==> config.mk <==
export PLATFORM = sky130hd
export DESIGN_NAME = ps2_key_tracker_flat
export DESIGN_NICKNAME = d
export VERILOG_FILES = /design/src/rtl/ps2_key_tracker_if.sv /design/src/rtl/ps2_key_tracker.sv /design/src/flat_wrapper.sv
export SDC_FILE = /design/constraint.sdc
export NUM_CORES = 1
export LEC_CHECK = 0
export ABC_AREA = 0
export BUFFER_PORTS_ARGS = -buffer_cell sky130_fd_sc_hd__buf_2
export CORE_MARGIN = 10
export CORE_UTILIZATION = 35
export DETAILED_ROUTE_END_ITERATION = 10
export GPL_ROUTABILITY_DRIVEN = 0
export GPL_TIMING_DRIVEN = 0
export HOLD_SLACK_MARGIN = 0.12
export PLACE_DENSITY = 0.64
export SYNTH_ARGS = -nofsm -noshare
export SYNTH_HDL_FRONTEND = slang
export SYNTH_SLANG_ARGS = --single-unit
==> constraint.sdc <==
create_clock -name clk -period 2.3 [get_ports clk]
set_input_delay 0.345 -clock clk [delete_from_list [all_inputs] [get_ports clk]]
set_output_delay 0.345 -clock clk [all_outputs]
set_load 0.1 [all_outputs]
==> src/rtl/ps2_key_tracker_if.sv <==
// Byte-stream input and key-event output bundle for the PS/2 key tracker.
// The master side feeds received bytes; the slave side (the tracker) drives events and display state.
interface ps2_key_tracker_if #(
  parameter int CNT_W = 16
);
  logic             in_valid;
  logic [7:0]       in_data;
  logic [7:0]       key_code;
  logic             key_ext;
  logic [7:0]       key_ascii;
  logic             rel;
  logic [CNT_W-1:0] press_cnt;
  logic             evt_valid;
  logic             evt_break;
  logic             evt_rpt;
  logic             proto_err;

  modport master (
    output in_valid, in_data,
    input  key_code, key_ext, key_ascii, rel, press_cnt,
    input  evt_valid, evt_break, evt_rpt, proto_err
  );

  modport slave (
    input  in_valid, in_data,
    output key_code, key_ext, key_ascii, rel, press_cnt,
    output evt_valid, evt_break, evt_rpt, proto_err
  );
endinterface

==> src/rtl/ps2_key_tracker.sv <==
// Turns PS/2 set-2 bytes into make/break/repeat events; outputs register at the edge sampling
// the final byte of a sequence. Every byte is consumed in one cycle, no backpressure.
module ps2_key_tracker #(
  parameter int CNT_W     = 16,
  parameter int PREFIX_TO = 65535
) (
  input logic             clk,
  input logic             clr,
  ps2_key_tracker_if.slave bus
);
  localparam int TO_W = $clog2(PREFIX_TO + 1);

  typedef enum logic [1:0] {S_IDLE, S_E0, S_F0, S_E0F0} state_t;

  state_t           r_state, w_state;
  logic [TO_W-1:0]  r_to, w_to;
  logic [7:0]       r_code, w_code, r_ascii, w_ascii;
  logic             r_ext, w_ext, r_rel, w_rel;
  logic [CNT_W-1:0] r_cnt, w_cnt;
  logic             r_evt, w_evt, r_brk, w_brk, r_rpt, w_rpt, r_err, w_err;
  logic             w_make, w_break, w_seq_ext, w_hit;

  function automatic logic [7:0] f_ascii(input logic [7:0] c);
    case (c)
      8'h1C: f_ascii = "a"; 8'h32: f_ascii = "b"; 8'h21: f_ascii = "c"; 8'h23: f_ascii = "d";
      8'h24: f_ascii = "e"; 8'h2B: f_ascii = "f"; 8'h34: f_ascii = "g"; 8'h33: f_ascii = "h";
      8'h43: f_ascii = "i"; 8'h3B: f_ascii = "j"; 8'h42: f_ascii = "k"; 8'h4B: f_ascii = "l";
      8'h3A: f_ascii = "m"; 8'h31: f_ascii = "n"; 8'h44: f_ascii = "o"; 8'h4D: f_ascii = "p";
      8'h15: f_ascii = "q"; 8'h2D: f_ascii = "r"; 8'h1B: f_ascii = "s"; 8'h2C: f_ascii = "t";
      8'h3C: f_ascii = "u"; 8'h2A: f_ascii = "v"; 8'h1D: f_ascii = "w"; 8'h22: f_ascii = "x";
      8'h35: f_ascii = "y"; 8'h1A: f_ascii = "z";
      8'h45: f_ascii = "0"; 8'h16: f_ascii = "1"; 8'h1E: f_ascii = "2"; 8'h26: f_ascii = "3";
      8'h25: f_ascii = "4"; 8'h2E: f_ascii = "5"; 8'h36: f_ascii = "6"; 8'h3D: f_ascii = "7";
      8'h3E: f_ascii = "8"; 8'h46: f_ascii = "9";
      8'h29: f_ascii = 8'h20;
      8'h5A: f_ascii = 8'h0D;
      default: f_ascii = 8'h00;
    endcase
  endfunction

  always_ff @(posedge clk) begin
    if (!clr) begin
      r_state <= S_IDLE;
      r_to    <= '0;
      r_code  <= 8'h00;
      r_ext   <= 1'b0;
      r_ascii <= 8'h00;
      r_rel   <= 1'b1;
      r_cnt   <= '0;
      r_evt   <= 1'b0;
      r_brk   <= 1'b0;
      r_rpt   <= 1'b0;
      r_err   <= 1'b0;
    end else begin
      r_state <= w_state;
      r_to    <= w_to;
      r_code  <= w_code;
      r_ext   <= w_ext;
      r_ascii <= w_ascii;
      r_rel   <= w_rel;
      r_cnt   <= w_cnt;
      r_evt   <= w_evt;
      r_brk   <= w_brk;
      r_rpt   <= w_rpt;
      r_err   <= w_err;
    end
  end

  always_comb begin
    w_state   = r_state;
    w_to      = '0;
    w_code    = r_code;
    w_ext     = r_ext;
    w_ascii   = r_ascii;
    w_rel     = r_rel;
    w_cnt     = r_cnt;
    w_evt     = 1'b0;
    w_brk     = 1'b0;
    w_rpt     = 1'b0;
    w_err     = 1'b0;
    w_make    = 1'b0;
    w_break   = 1'b0;
    w_seq_ext = (r_state == S_E0) || (r_state == S_E0F0);

    case (r_state)
      S_IDLE: begin
        if (bus.in_valid) begin
          if (bus.in_data == 8'hE0) w_state = S_E0;
          else if (bus.in_data == 8'hF0) w_state = S_F0;
          else if (!(bus.in_data inside {8'h00, 8'hAA, 8'hEE, 8'hFA, 8'hFC, 8'hFE, 8'hFF}))
            w_make = 1'b1;
        end
      end
      S_E0: begin
        if (bus.in_valid) begin
          if (bus.in_data == 8'hF0) w_state = S_E0F0;
          else if (bus.in_data != 8'hE0) begin
            w_make  = 1'b1;
            w_state = S_IDLE;
          end
        end
      end
      default: begin
        if (bus.in_valid) begin
          w_state = S_IDLE;
          if (bus.in_data == 8'hE0 || bus.in_data == 8'hF0) w_err = 1'b1;
          else w_break = 1'b1;
        end
      end
    endcase

    // Prefix timeout only runs while waiting for the rest of a sequence with no byte arriving.
    if (r_state != S_IDLE && !bus.in_valid) begin
      if (r_to == TO_W'(PREFIX_TO - 1)) begin
        w_err   = 1'b1;
        w_state = S_IDLE;
      end else begin
        w_to = r_to + 1'b1;
      end
    end

    w_hit = !r_rel && (w_seq_ext == r_ext) && (bus.in_data == r_code);

    if (w_make) begin
      w_evt = 1'b1;
      if (w_hit) begin
        w_rpt = 1'b1;
      end else begin
        w_code  = bus.in_data;
        w_ext   = w_seq_ext;
        w_ascii = w_seq_ext ? 8'h00 : f_ascii(bus.in_data);
        w_rel   = 1'b0;
        w_cnt   = r_cnt + 1'b1;
      end
    end

    if (w_break) begin
      w_evt = 1'b1;
      w_brk = 1'b1;
      if (w_hit) w_rel = 1'b1;
    end
  end

  assign bus.key_code  = r_code;
  assign bus.key_ext   = r_ext;
  assign bus.key_ascii = r_ascii;
  assign bus.rel       = r_rel;
  assign bus.press_cnt = r_cnt;
  assign bus.evt_valid = r_evt;
  assign bus.evt_break = r_brk;
  assign bus.evt_rpt   = r_rpt;
  assign bus.proto_err = r_err;
endmodule

==> src/flat_wrapper.sv <==
// flat-port wrapper written by rule: the top's interface ports become plain ports
module ps2_key_tracker_flat 
#(
  parameter int CNT_W     = 16,
  parameter int PREFIX_TO = 65535
)
  (clk, clr, bus_in_valid, bus_in_data, bus_key_code, bus_key_ext, bus_key_ascii, bus_rel, bus_press_cnt, bus_evt_valid, bus_evt_break, bus_evt_rpt, bus_proto_err);
  ps2_key_tracker_if #(.CNT_W(CNT_W)) bus_i ();
  input logic clk;
  input logic clr;
  input wire logic [$bits(bus_i.in_valid)-1:0] bus_in_valid;
  input wire logic [$bits(bus_i.in_data)-1:0] bus_in_data;
  output wire logic [$bits(bus_i.key_code)-1:0] bus_key_code;
  output wire logic [$bits(bus_i.key_ext)-1:0] bus_key_ext;
  output wire logic [$bits(bus_i.key_ascii)-1:0] bus_key_ascii;
  output wire logic [$bits(bus_i.rel)-1:0] bus_rel;
  output wire logic [$bits(bus_i.press_cnt)-1:0] bus_press_cnt;
  output wire logic [$bits(bus_i.evt_valid)-1:0] bus_evt_valid;
  output wire logic [$bits(bus_i.evt_break)-1:0] bus_evt_break;
  output wire logic [$bits(bus_i.evt_rpt)-1:0] bus_evt_rpt;
  output wire logic [$bits(bus_i.proto_err)-1:0] bus_proto_err;
  assign bus_i.in_valid = bus_in_valid;
  assign bus_i.in_data = bus_in_data;
  assign bus_key_code = bus_i.key_code;
  assign bus_key_ext = bus_i.key_ext;
  assign bus_key_ascii = bus_i.key_ascii;
  assign bus_rel = bus_i.rel;
  assign bus_press_cnt = bus_i.press_cnt;
  assign bus_evt_valid = bus_i.evt_valid;
  assign bus_evt_break = bus_i.evt_break;
  assign bus_evt_rpt = bus_i.evt_rpt;
  assign bus_proto_err = bus_i.proto_err;
  ps2_key_tracker #(.CNT_W(CNT_W), .PREFIX_TO(PREFIX_TO)) u_core (.clk(clk), .clr(clr), .bus(bus_i));
endmodule
==> reports/metrics.cfg <==
[worst_hold_path]
min-delay-start=bus_in_data[7]
hold_path.class=primary input to flop
whs_path_depth=3
min_to=u_core.bus.key_code[7]$_SDFFE_PN0P_

[sta]
finalCritPeriodShare_pct=94.3
worst_pin_slew_ns=0.857
slew_viol_final=0
slew_headroom_pct=42.4
setup_ws_ns=0.130
final_hold_viol_count=0
holdWs_ns=0.365
finClkSkew_ns=0.0134
fmax_mhz=461
min_period_ns=2.17
setup_viol=0

[power]
seqPwrFrac_pct=49.6
p_int_uw=1320
p_leak_uw=0.00149
power_density_mw_per_mm2=523
clkPwrFrac_pct=26.7
p_sw_uw=689
switching_share_pct=34.3
vdd_drop_max_uv=214
power_frac_comb_pct=23.8
totalPowerFinal_uw=2010

[finish]
area_growth_syn_to_layout_pct=17.3
fin_util_pct=41.8
multi_input_comb_area_mm2=0.00202
drive_above_1_share_pct=20.1
diodes=0
ff_latch_area_mm2=0.00111
nFillCells=961
final_area_mm2=0.00385
finish.net_count=503

[floorplan]
num_rows=35
core_area_mm2=0.00920
die_y_um=117
initial_utilization_pct=35.7
io_pins=49
die-area_mm2=0.0136
die_w_um=117

[yosys]
synth_cell_types=61
yosysMostFrequentCell=dfxtp_1
syn_nets=448
synth_top_family_by_area=simple AND/OR/NAND/NOR gates
synthMuxAreaShare_pct=1.30
synthSimpleGateAreaFrac_pct=27.7
synth-xor-area-share_pct=6.41
async_flop_share_pct=0
yosysTopAreaCell=dfxtp_1
netlist.area_leader.share_pct=33.6
ys_top_cells_by_count=55 x dfxtp_1, 46 x nor2_1, 39 x nand3_1, 35 x nand2_1, 28 x a21oi_1
synth-edff-count=0
synth_flop_cell=dfxtp_1
ys_ff_latch=55
synthCells=427
synth_compound_area_share_pct=21.2
yosysWarnings=0
ys_seq_area_share_pct=33.6
synthesis.area_mm2=0.00328
yosys-top-cells-area=dfxtp_1 34%, nand3_1 5.9%, nor2_1 5.3%
synth_area_per_cell_um2=7.68
synthAdderAreaFrac_pct=3.81

[worst_setup_path]
crit_required_ns=2.54
arrival_ns=2.41
r2r_end=u_core.bus.press_cnt[0]$_SDFFE_PN0P_
startpoint=bus_in_data[1]
cp-end-kind=flop
startpoint_type=primary input
r2r_slack_ns=0.24
critical_path_class=primary input to flop
cp_top_family=compound AO/OA/AOI/OAI gates
crit_path_max_fanout=7
r2r-start=u_core.r_state[0]$_SDFF_PN0_
max_stage_delay_ns=0.51
reg2reg_depth=9
critical-path-slowest-cell=or4_1
cp_cell_sequence=buf_6, clkbuf_8, inv_2, ha_4, nor2b_4, a311o_1, a31oi_2, o21ai_2, buf_4, or4_1, a21oi_2
path_buf_inv=4

[route]
drc=0
drt_iter0_markers=384
vias_per_cell=5.56
drtPass1Iterations=5
routed_wl_um=9530
drtAntennaViolNets=0
wire_per_inst_um=16.0
vias=3300

[place]
port-buffer-count=44
dpl_cell_area_mm2=0.00368
hpwlAfterDp_um=7150
pre_cts_slack_ns=-0.634

[run]
cap_violations=0

[status]
status=finished clean

[global_route]
grt-ovfl-total=0
grt_usage_pct=13.8
grt_max_degree=18
grt_pass1_vias=3083
grt_pass1_wl_um=15500
antenna_found_initial=0

[clock_network]
clock-sinks=55
clock_path_buffers=2
cts_buffers=5
cts_root_buffer=clkbuf_8
htreeDepth=2
clk_latency_ns=0.31
tritoncts=done
cts.clk_slew.worst_paths_ns=0.10
holdBufCountCts=0

==> power groups by stage <==
stage / sequential [uW] / clock (uW) / combinational, uW
floorplan: 1150 / 0 / 215
global placement: 1020 / 0 / 455
detailed placement: 1020 / 0 / 456
CTS: 997 / 554 / 467
global route: 1000 / 601 / 510
finish: 997 / 536 / 478
==> worst max-delay path by stage <==
stage / end / cells after the start
global placement: u_core.bus.key_code[0]$_SDFFE_PN0P_ / 14
detailed placement: u_core.bus.key_code[0]$_SDFFE_PN0P_ / 14
global route: u_core.bus.key_code[0]$_SDFFE_PN0P_ / 13
CTS: u_core.bus.key_code[0]$_SDFFE_PN0P_ / 13
finish: u_core.bus.press_cnt[8]$_SDFFE_PN0P_ / 11
floorplan: u_core.bus.key_code[0]$_SDFFE_PN0P_ / 13
==> routing by layer <==
metal	GRT usage, %	part of all wire [%]
met5	0	0
met2	21.3	44
met1	18.8	46
met3	3.06	8.0
met4	4.20	2.1
==> stage by stage <==
| step | cells | TNS [ns] |
|---|---|---|
| after floorplan | 427 | -0.0116 |
| after global placement | 582 | -16.58 |
| after detailed placement | 582 | -17.68 |
| after CTS | 592 | 0 |
| after global routing | 594 | -0.0142 |
| final | 594 | 0 |
==> cell type report <==
type,instances,share of cell area [%]
Timing Repair Buffer,49,6.93
Sequential cell,55,29.0
Tap cell,111,3.61
Buffer,30,4.49
Inverter,11,1.07
Clock buffer,6,1.89
Multi-Input combinational cell,330,52.6
Clock inverter,2,0.455
==> state kept, by name, summed over array words and instances, names as in the netlist <==
signal / flops
u_core.bus.evt_break: 1
u_core.bus.evt_rpt: 1
u_core.bus.evt_valid: 1
u_core.bus.key_ascii: 7
u_core.bus.key_code: 8
u_core.bus.key_ext: 1
u_core.bus.press_cnt: 16
u_core.bus.proto_err: 1
u_core.bus.rel: 1
u_core.r_state: 2
u_core.r_to: 16
==> worst register-to-register path: cells and delay by family (launching register included) <==
kind / cells / cell delay, ns
xor gates and xnor gates: 2 / 0.32
AOI/OAI and AO/OA: 2 / 0.29
buffers and inverters: 3 / 0.56
and+or+nand+nor: 2 / 0.45
DFF: 1 / 0.31
==> logic make-up after synthesis <==
group,Yosys count
and+or+nand+nor,182
AOI/OAI and AO/OA,110
DFF,55
buffers and inverters,42
xor gates and xnor gates,24
adders and majority gates,10
muxes,3
other,1
==> cells in the final DEF (no fill, tap or decap), types with 4 or more instances in the layout <==
cell type / count
o31ai_1: 15
nand2b_1: 11
buf_4: 7
or3_1: 5
nor3_1: 4
nor2b_1: 5
o21ai_1: 23
buf_2: 48
clkbuf_1: 13
or4_1: 7
nor2_1: 46
xnor2_1: 6
a21oi_1: 27
nand3_1: 39
nand4_1: 6
nand2_1: 35
and3_1: 6
o21ai_0: 10
dfxtp_2: 11
ha_1: 9
xor2_1: 18
inv_2: 5
nor4_1: 5
buf_6: 6
dfxtp_1: 44
clkbuf_8: 6
inv_1: 6
buf_1: 4
==> repair_timing <==
action                                  in CTS  in global routing
pin swaps                                    3                  1
endpoints found under the setup margin      32                 23
setup buffers                                3                  2
gates resized for setup                      9                  3
Note: power is estimated with default switching activity, not from simulation.
